<file path="config.mk">
export PLATFORM = sky130hd
export DESIGN_NAME = bypass_scoreboard
export DESIGN_NICKNAME = d
export VERILOG_FILES = /design/src/rtl/bypass_scoreboard_pkg.sv /design/src/rtl/bypass_scoreboard_fwd_match.sv /design/src/rtl/bypass_scoreboard.sv
export SDC_FILE = /design/constraint.sdc
export NUM_CORES = 1
export LEC_CHECK = 0
export CORE_MARGIN = 3
export CORE_UTILIZATION = 40
export CTS_CLUSTER_SIZE = 14
export DETAILED_ROUTE_END_ITERATION = 16
export GPL_TIMING_DRIVEN = 0
export HOLD_SLACK_MARGIN = 0.06
export PLACE_DENSITY_LB_ADDON = 0.05
export SETUP_SLACK_MARGIN = 0.4
export SYNTH_ARGS = -nofsm -noshare
export SYNTH_HDL_FRONTEND = slang
export SYNTH_HIERARCHICAL = 1
export SYNTH_SLANG_ARGS = --single-unit
</file>
<file path="constraint.sdc">
create_clock -name clk -period 2.92 [get_ports clk]
set_clock_uncertainty 0.1 [all_clocks]
set_input_delay 0.438 -clock clk [delete_from_list [all_inputs] [get_ports clk]]
set_output_delay 0.438 -clock clk [all_outputs]
set_load 0.03 [all_outputs]
</file>
<file path="src/rtl/bypass_scoreboard_pkg.sv">
// Shared constants and scoreboard entry layout for the bypass/hazard controller.
package bypass_scoreboard_pkg;

  // fwd_sel value meaning "take the operand from the register file"
  localparam int FWD_RF = 0;

  // Per-entry status bits; the destination register is kept alongside at width AW.
  typedef struct packed {
    logic valid;
    logic we;
    logic is_load;
  } ent_flags_t;

  localparam int ENT_FLAG_W = $bits(ent_flags_t);

  function automatic int ent_width(input int aw);
    return ENT_FLAG_W + aw;
  endfunction

  // Select width covers 0 (regfile) through DEPTH (writeback delay register).
  function automatic int sel_width(input int depth);
    return $clog2(depth + 1);
  endfunction

  function automatic int idx_width(input int depth);
    return (depth > 2) ? $clog2(depth) : 1;
  endfunction

endpackage

</file>
<file path="src/rtl/bypass_scoreboard_fwd_match.sv">
// Youngest-match priority encoder for one decode source against all scoreboard entries.
module bypass_scoreboard_fwd_match
  import bypass_scoreboard_pkg::*;
#(
  parameter int AW    = 5,
  parameter int DEPTH = 3,
  parameter int IDXW  = 2
) (
  input  logic [AW-1:0]   rs,
  input  logic            rs_used,
  input  logic            id_valid,
  input  ent_flags_t      flags [DEPTH],
  input  logic [AW-1:0]   rd [DEPTH],
  output logic            hit,
  output logic [IDXW-1:0] idx,
  output logic            is_load
);

  // Scan oldest to youngest so the lowest matching index is the one left standing.
  always_comb begin
    hit     = 1'b0;
    idx     = '0;
    is_load = 1'b0;
    for (int i = DEPTH - 1; i >= 0; i--) begin
      if (id_valid && rs_used && (rs != '0) &&
          flags[i].valid && flags[i].we && (rd[i] == rs)) begin
        hit     = 1'b1;
        idx     = IDXW'(i);
        is_load = flags[i].is_load;
      end
    end
  end

endmodule

</file>
<file path="src/rtl/bypass_scoreboard.sv">
// Hazard/bypass controller: scoreboard of in-flight writers, load-use stall, redirect kill.
// Optional cycle counters for stall/kill are built when BYPASS_SCOREBOARD_PERF_EN is defined.
module bypass_scoreboard
  import bypass_scoreboard_pkg::*;
#(
  parameter int  NUM_SRC     = 2,
  parameter int  AW          = 5,
  parameter int  DEPTH       = 3,
  parameter int  LOAD_STAGE  = 2,
  parameter int  KILL_CYCLES = 1,
  localparam int SELW        = sel_width(DEPTH)
) (
  input  logic                    clk,
  input  logic                    reset,
  input  logic                    id_valid,
  input  logic                    id_we,
  input  logic                    id_is_load,
  input  logic [AW-1:0]           id_rd,
  input  logic [NUM_SRC*AW-1:0]   id_rs,
  input  logic [NUM_SRC-1:0]      id_rs_used,
  input  logic                    ex_redirect,
  output logic                    stall,
  output logic                    kill,
  output logic [NUM_SRC*SELW-1:0] fwd_sel
`ifdef BYPASS_SCOREBOARD_PERF_EN
  ,
  output logic [31:0]             stall_cnt,
  output logic [31:0]             kill_cnt
`endif
);

  localparam int IDXW = idx_width(DEPTH);
  localparam int KCW  = $clog2(KILL_CYCLES + 1);

  ent_flags_t          flags_q [DEPTH];
  logic [AW-1:0]       rd_q    [DEPTH];
  logic [KCW-1:0]      kcnt_q;

  logic [NUM_SRC-1:0]  hit;
  logic [NUM_SRC-1:0]  hit_load;
  logic [IDXW-1:0]     hit_idx [NUM_SRC];

  logic                redirect_ok;
  logic                kill_i;
  logic                stall_raw;
  logic                stall_i;
  logic [NUM_SRC*SELW-1:0] fwd_next;

  for (genvar n = 0; n < NUM_SRC; n++) begin : g_src
    bypass_scoreboard_fwd_match #(
      .AW    (AW),
      .DEPTH (DEPTH),
      .IDXW  (IDXW)
    ) u_match (
      .rs       (id_rs[n*AW +: AW]),
      .rs_used  (id_rs_used[n]),
      .id_valid (id_valid),
      .flags    (flags_q),
      .rd       (rd_q),
      .hit      (hit[n]),
      .idx      (hit_idx[n]),
      .is_load  (hit_load[n])
    );
  end

  // A redirect from a bubble in X is meaningless, so it only counts with a live entry 0.
  assign redirect_ok = ex_redirect && flags_q[0].valid;
  assign kill_i      = redirect_ok || (kcnt_q != '0);

  always_comb begin
    stall_raw = 1'b0;
    for (int n = 0; n < NUM_SRC; n++) begin
      if (hit[n] && hit_load[n] && ((int'(hit_idx[n]) + 1) < LOAD_STAGE)) begin
        stall_raw = 1'b1;
      end
    end
  end

  // A killed decode instruction needs no operands, so kill masks the stall.
  assign stall_i = stall_raw && !kill_i;
  assign stall   = stall_i;
  assign kill    = kill_i;

  always_comb begin
    fwd_next = {NUM_SRC{SELW'(FWD_RF)}};
    if (!stall_i && !kill_i) begin
      for (int n = 0; n < NUM_SRC; n++) begin
        if (hit[n]) begin
          fwd_next[n*SELW +: SELW] = SELW'(int'(hit_idx[n]) + 1);
        end
      end
    end
  end

  always_ff @(posedge clk or posedge reset) begin
    if (reset) begin
      for (int i = 0; i < DEPTH; i++) begin
        flags_q[i] <= '0;
        rd_q[i]    <= '0;
      end
      fwd_sel <= '0;
      kcnt_q  <= '0;
    end else begin
      for (int i = DEPTH - 1; i > 0; i--) begin
        flags_q[i] <= flags_q[i-1];
        rd_q[i]    <= rd_q[i-1];
      end
      if (stall_i || kill_i) begin
        flags_q[0] <= '0;
        rd_q[0]    <= '0;
      end else begin
        flags_q[0] <= '{valid: id_valid, we: id_we, is_load: id_is_load};
        rd_q[0]    <= id_rd;
      end
      fwd_sel <= fwd_next;
      if (redirect_ok) begin
        kcnt_q <= KCW'(KILL_CYCLES - 1);
      end else if (kcnt_q != '0) begin
        kcnt_q <= kcnt_q - KCW'(1);
      end
    end
  end

`ifdef BYPASS_SCOREBOARD_PERF_EN
  always_ff @(posedge clk or posedge reset) begin
    if (reset) begin
      stall_cnt <= '0;
      kill_cnt  <= '0;
    end else begin
      if (stall_i && (stall_cnt != '1)) begin
        stall_cnt <= stall_cnt + 32'd1;
      end
      if (kill_i && (kill_cnt != '1)) begin
        kill_cnt <= kill_cnt + 32'd1;
      end
    end
  end
`endif

endmodule

</file>
* Yosys cells after proc, flatten, opt, wreduce, memory -nomap -nowiden
Cells that the tools add are included.
** Storage, ports and cells
- Word-level logic and storage cells :: 87
- Flip-flop bits (word level) :: 29
** Operators by class
- Reduce and logical (&&, ||, !) cells :: 35
- $add $sub $neg :: 3
- Order comparisons :: 2
- Muxes and demuxes :: 27
- Equal/unequal tests :: 6
** Operator list (number)
- 32-bit by 3-bit less-than comparator with 1-bit output, second input constant :: 2
- 5-bit == test :: 6
- 1-bit logical AND :: 29
- 1-bit 2-to-1 mux :: 16
- 2-bit 2-to-1 mux :: 8
- 5-bit nonzero test :: 2
- 2-bit by 1-bit adder with 3-bit output, second input constant :: 2
- 5-bit 2-to-1 mux :: 1
- 4-bit 2-to-1 mux :: 1
- 3-bit 2-to-1 mux :: 1
- 1-bit zero test :: 2
- 1-bit logical OR :: 2
- 1-bit subtractor, second input constant :: 1

* Depth between registers and ports, before layout
- Depth after elaboration :: 17
- Depth in mapped cells :: 11

* Cells and area by module
The synthesis kept the hierarchy.
** By module, submodules not included
- bypass_scoreboard :: instances 1, cells an instance 58, sequential area each 700.7 um^2, area an instance 1012.2 um^2
- bypass_scoreboard_fwd_match :: instances 2, cells an instance 36, sequential area each 0.0 um^2, area an instance 259.0 um^2

* Worst setup path after synthesis
OpenSTA, ideal clock, no wires.
- Kind :: input port to output port
- Start :: in id_rs[8]
- End :: out stall
- Data required time :: 2.382 ns
- Path buffers :: 1
- Stages :: 9
- Data arrival time :: 2.483 ns
- Path slack :: -0.101 ns
- Path through :: or4_1 o211a_1 nand3_1 a211oi_1 inv_1 ha_1 and3_4 clkbuf_8 a2bb2oi_1
** RTL lines
- from (decl) :: RTL line bypass_scoreboard.sv:19 : input logic [NUM_SRC*AW-1:0] id_rs,
- to (decl) :: RTL line bypass_scoreboard.sv:22 : output logic stall,

==> flow_summary.toml <==
[power]
vdd_drop_max_mv = 0.412
power_density_nw_per_um2 = 407
p_total_mw = 0.878
p_leak_nw = 0.866

[sta]
period_needed_ps = 3000
hold_violations = 0
fin_crit_sh_pct = 103
tightest_slew_ps = 1060
relSlewSlack_pct = 29.0
drv_slew = 0
fmax_mhz = 334
layout_setup_ws_ps = -77.9
rsz0062_at_grt = "true"
hold_slack_ps = 305
setup_viol = 1

[synth]
synth_top_cell_by_area = "dfrtp_1"
postSynthAreaPerCell_um2 = 11.8
ys_types = 32
syn_nets = 155
seq_area_frac_synth_pct = 45.8
synth_cells = 130
synth_area_leaders = "dfrtp_1 46%, xnor2_1 13%, xor2_1 4.6%, nor4b_2 3.9%, nor4_2 2.5%"
netlist_area_um2 = 1530
ys_ff_latch = 28
ys_warn_count = 6
yosysTopAreaCellShare_pct = 45.8

[setup_path]
reg2reg_depth = 11
critPathLaunch = "id_rs[5]"
crit_required_ps = 2380
cp_max_fo = 4
critPathLaunchType = "primary input"
criticalPathCategory = "primary input to output pin"
worstReg2RegStart = "rd_q[4]$_DFF_PP0_"
worstPathArrival_ps = 2460
end_kind = "output pin"

[detailed_routing]
wl_um = 3440
wl_per_cell_um = 15.8
drc = 0
dr.pass1.iters = 6
vias = 1176
viasPerCell = 5.39
drtIter0Drc = 61
antenna_left = 0

[run_status]
status = "complete, but fails checks"
violations = "setup timing"

[global_routing]
grt_util_all_layers_pct = 16.8
grt_pass1_vias = 1194
grt_start_max_net_pins = 29
antenna_found_initial = 0
grt_first_pass_wirelength_um = 5690
use_met3_pct = 3.78
use_met2_pct = 28.2
grt_use_met1_pct = 22.1
grt_overflow_total = 0
busiest_layer = "met2"

[finish]
final.fill_count = 271
final_cell_mix = "28 x dfrtp_1, 22 x xnor2_1, 15 x clkdlybuf4s50_1, 13 x buf_4, 8 x xor2_1"
antennaDiodeCount = 0
fin_nets = 198
area_growth_pct = 41.0
drive_gt1_share_pct = 33.7
final_common_cell = "dfrtp_1"
final_util_pct = 61.7
finalNonFillerCells = 218

[die]
rows = 21
fp.coreArea_um2 = 3490
die-area_um2 = 4600
die-width_um = 67.9
io-pin-count = 29
initial_utilization_pct = 43.8
die_h_um = 67.9

[clocking]
clk_root_buffer_cell = "clkbuf_8"
clk_path_buf_depth = 2
cts_hold_buf = 0
cts.sinks = 28
ctsHtreeMaxLevel = 1
cts_tree = "built"
clock_latency_ps = 270
cts_inserted_buffers = 3
cts.clk_slew.worst_paths_ps = 90

[place]
port_buffers = 26
place_congestion = 0.746
placedCellCount = 202
dp_hpwl_um = 2560

[flow_run]
drv_cap = 0

[min_path]
min_path_cells = 0
hp-class = "register to register"
min_from = "flags_q[7]$_DFF_PP0_"
==> area by class of cell <==
class | instances | area, um^2 | area share, %
repair buffers | 38 | 350 | 16.2
well taps | 46 | 57.6 | 2.67
inverters | 5 | 18.8 | 0.870
clock buffers | 3 | 41.3 | 1.91
plain buffers | 5 | 66.3 | 3.07
flip-flops and latches | 28 | 701 | 32.5
multi-input cells | 92 | 892 | 41.4
clock inverters | 1 | 30.0 | 1.39
==> Yosys cell counts (all sizes together) <==
master   count
a211oi       2
a21oi        2
a2bb2oi      1
a31oi        2
and2         1
and3         4
buf          2
clkbuf       3
dfrtp       28
ha           2
inv          5
nand2        4
nand3        6
nand3b       2
nand4        4
nor2         4
nor3         2
nor4         8
nor4b        8
o211a        2
o211ai       2
or2b         2
or3b         2
or4          2
xnor2       22
xor2         8
==> worst max-delay path: stages <==
cell       delay, ps
buf_8             90
or4_4            520
o211ai_1         250
nor3_2           100
a211oi_2         210
inv_1             70
ha_2             170
and3_4           170
clkbuf_16        140
a2bb2oi_4        150
buf_6            140
==> stage by stage <==
stage | setup WS [ps] | area [um^2] | setup TNS (ps)
after floorplan | 209 | 1560 | 0
final | -77.9 | 2160 | -77.9
after CTS | -62.7 | 2090 | -62.7
after global routing | -188 | 2160 | -188
after detailed placement | -1070 | 1880 | -3490
after global placement | -1050 | 1880 | -3160
==> per-layer routing <==
metal | vias to the layer above | part of all wire, %
met4 | 0 | 0.67
met2 | 37 | 50
li1 | 550 | -
met3 | 4 | 6.2
met5 | - | 0
met1 | 585 | 43
==> where the power goes <==
part	total (mW)	internal, mW	switching (mW)
clock network	0.303	0.183	0.119
registers	0.433	0.410	0.0231
logic	0.142	0.0788	0.0630
total	0.878	0.672	0.205
==> logic make-up after synthesis <==
family / share of synthesized area (%)
flops: 45.8
fa+ha+maj: 1.64
simple gates: 25.8
xor+xnor: 17.2
compound gates: 5.31
buf+inv: 4.25
==> sequential cells by signal, indices dropped and copies added (netlist names) <==
register,cells
flags_q,9
fwd_sel,4
rd_q,15
==> final timing paths <==
kind                                   endpoint  slack [ps]
max                                       stall         -80
min                        flags_q[4]$_DFF_PP0_         300
max reg2reg                  rd_q[13]$_DFF_PP0_         380
min reg2reg                flags_q[4]$_DFF_PP0_         300
max in group asynchronous    rd_q[14]$_DFF_PP0_        1460
min in group asynchronous     rd_q[4]$_DFF_PP0_         620
==> repair_timing <==
action,in CTS,in global routing
resized for setup,68,8
cloned,0,0
pin swaps,18,5
setup buffers,10,2
setup endpoints to repair,14,13
Power figures use the tool's default switching activity.
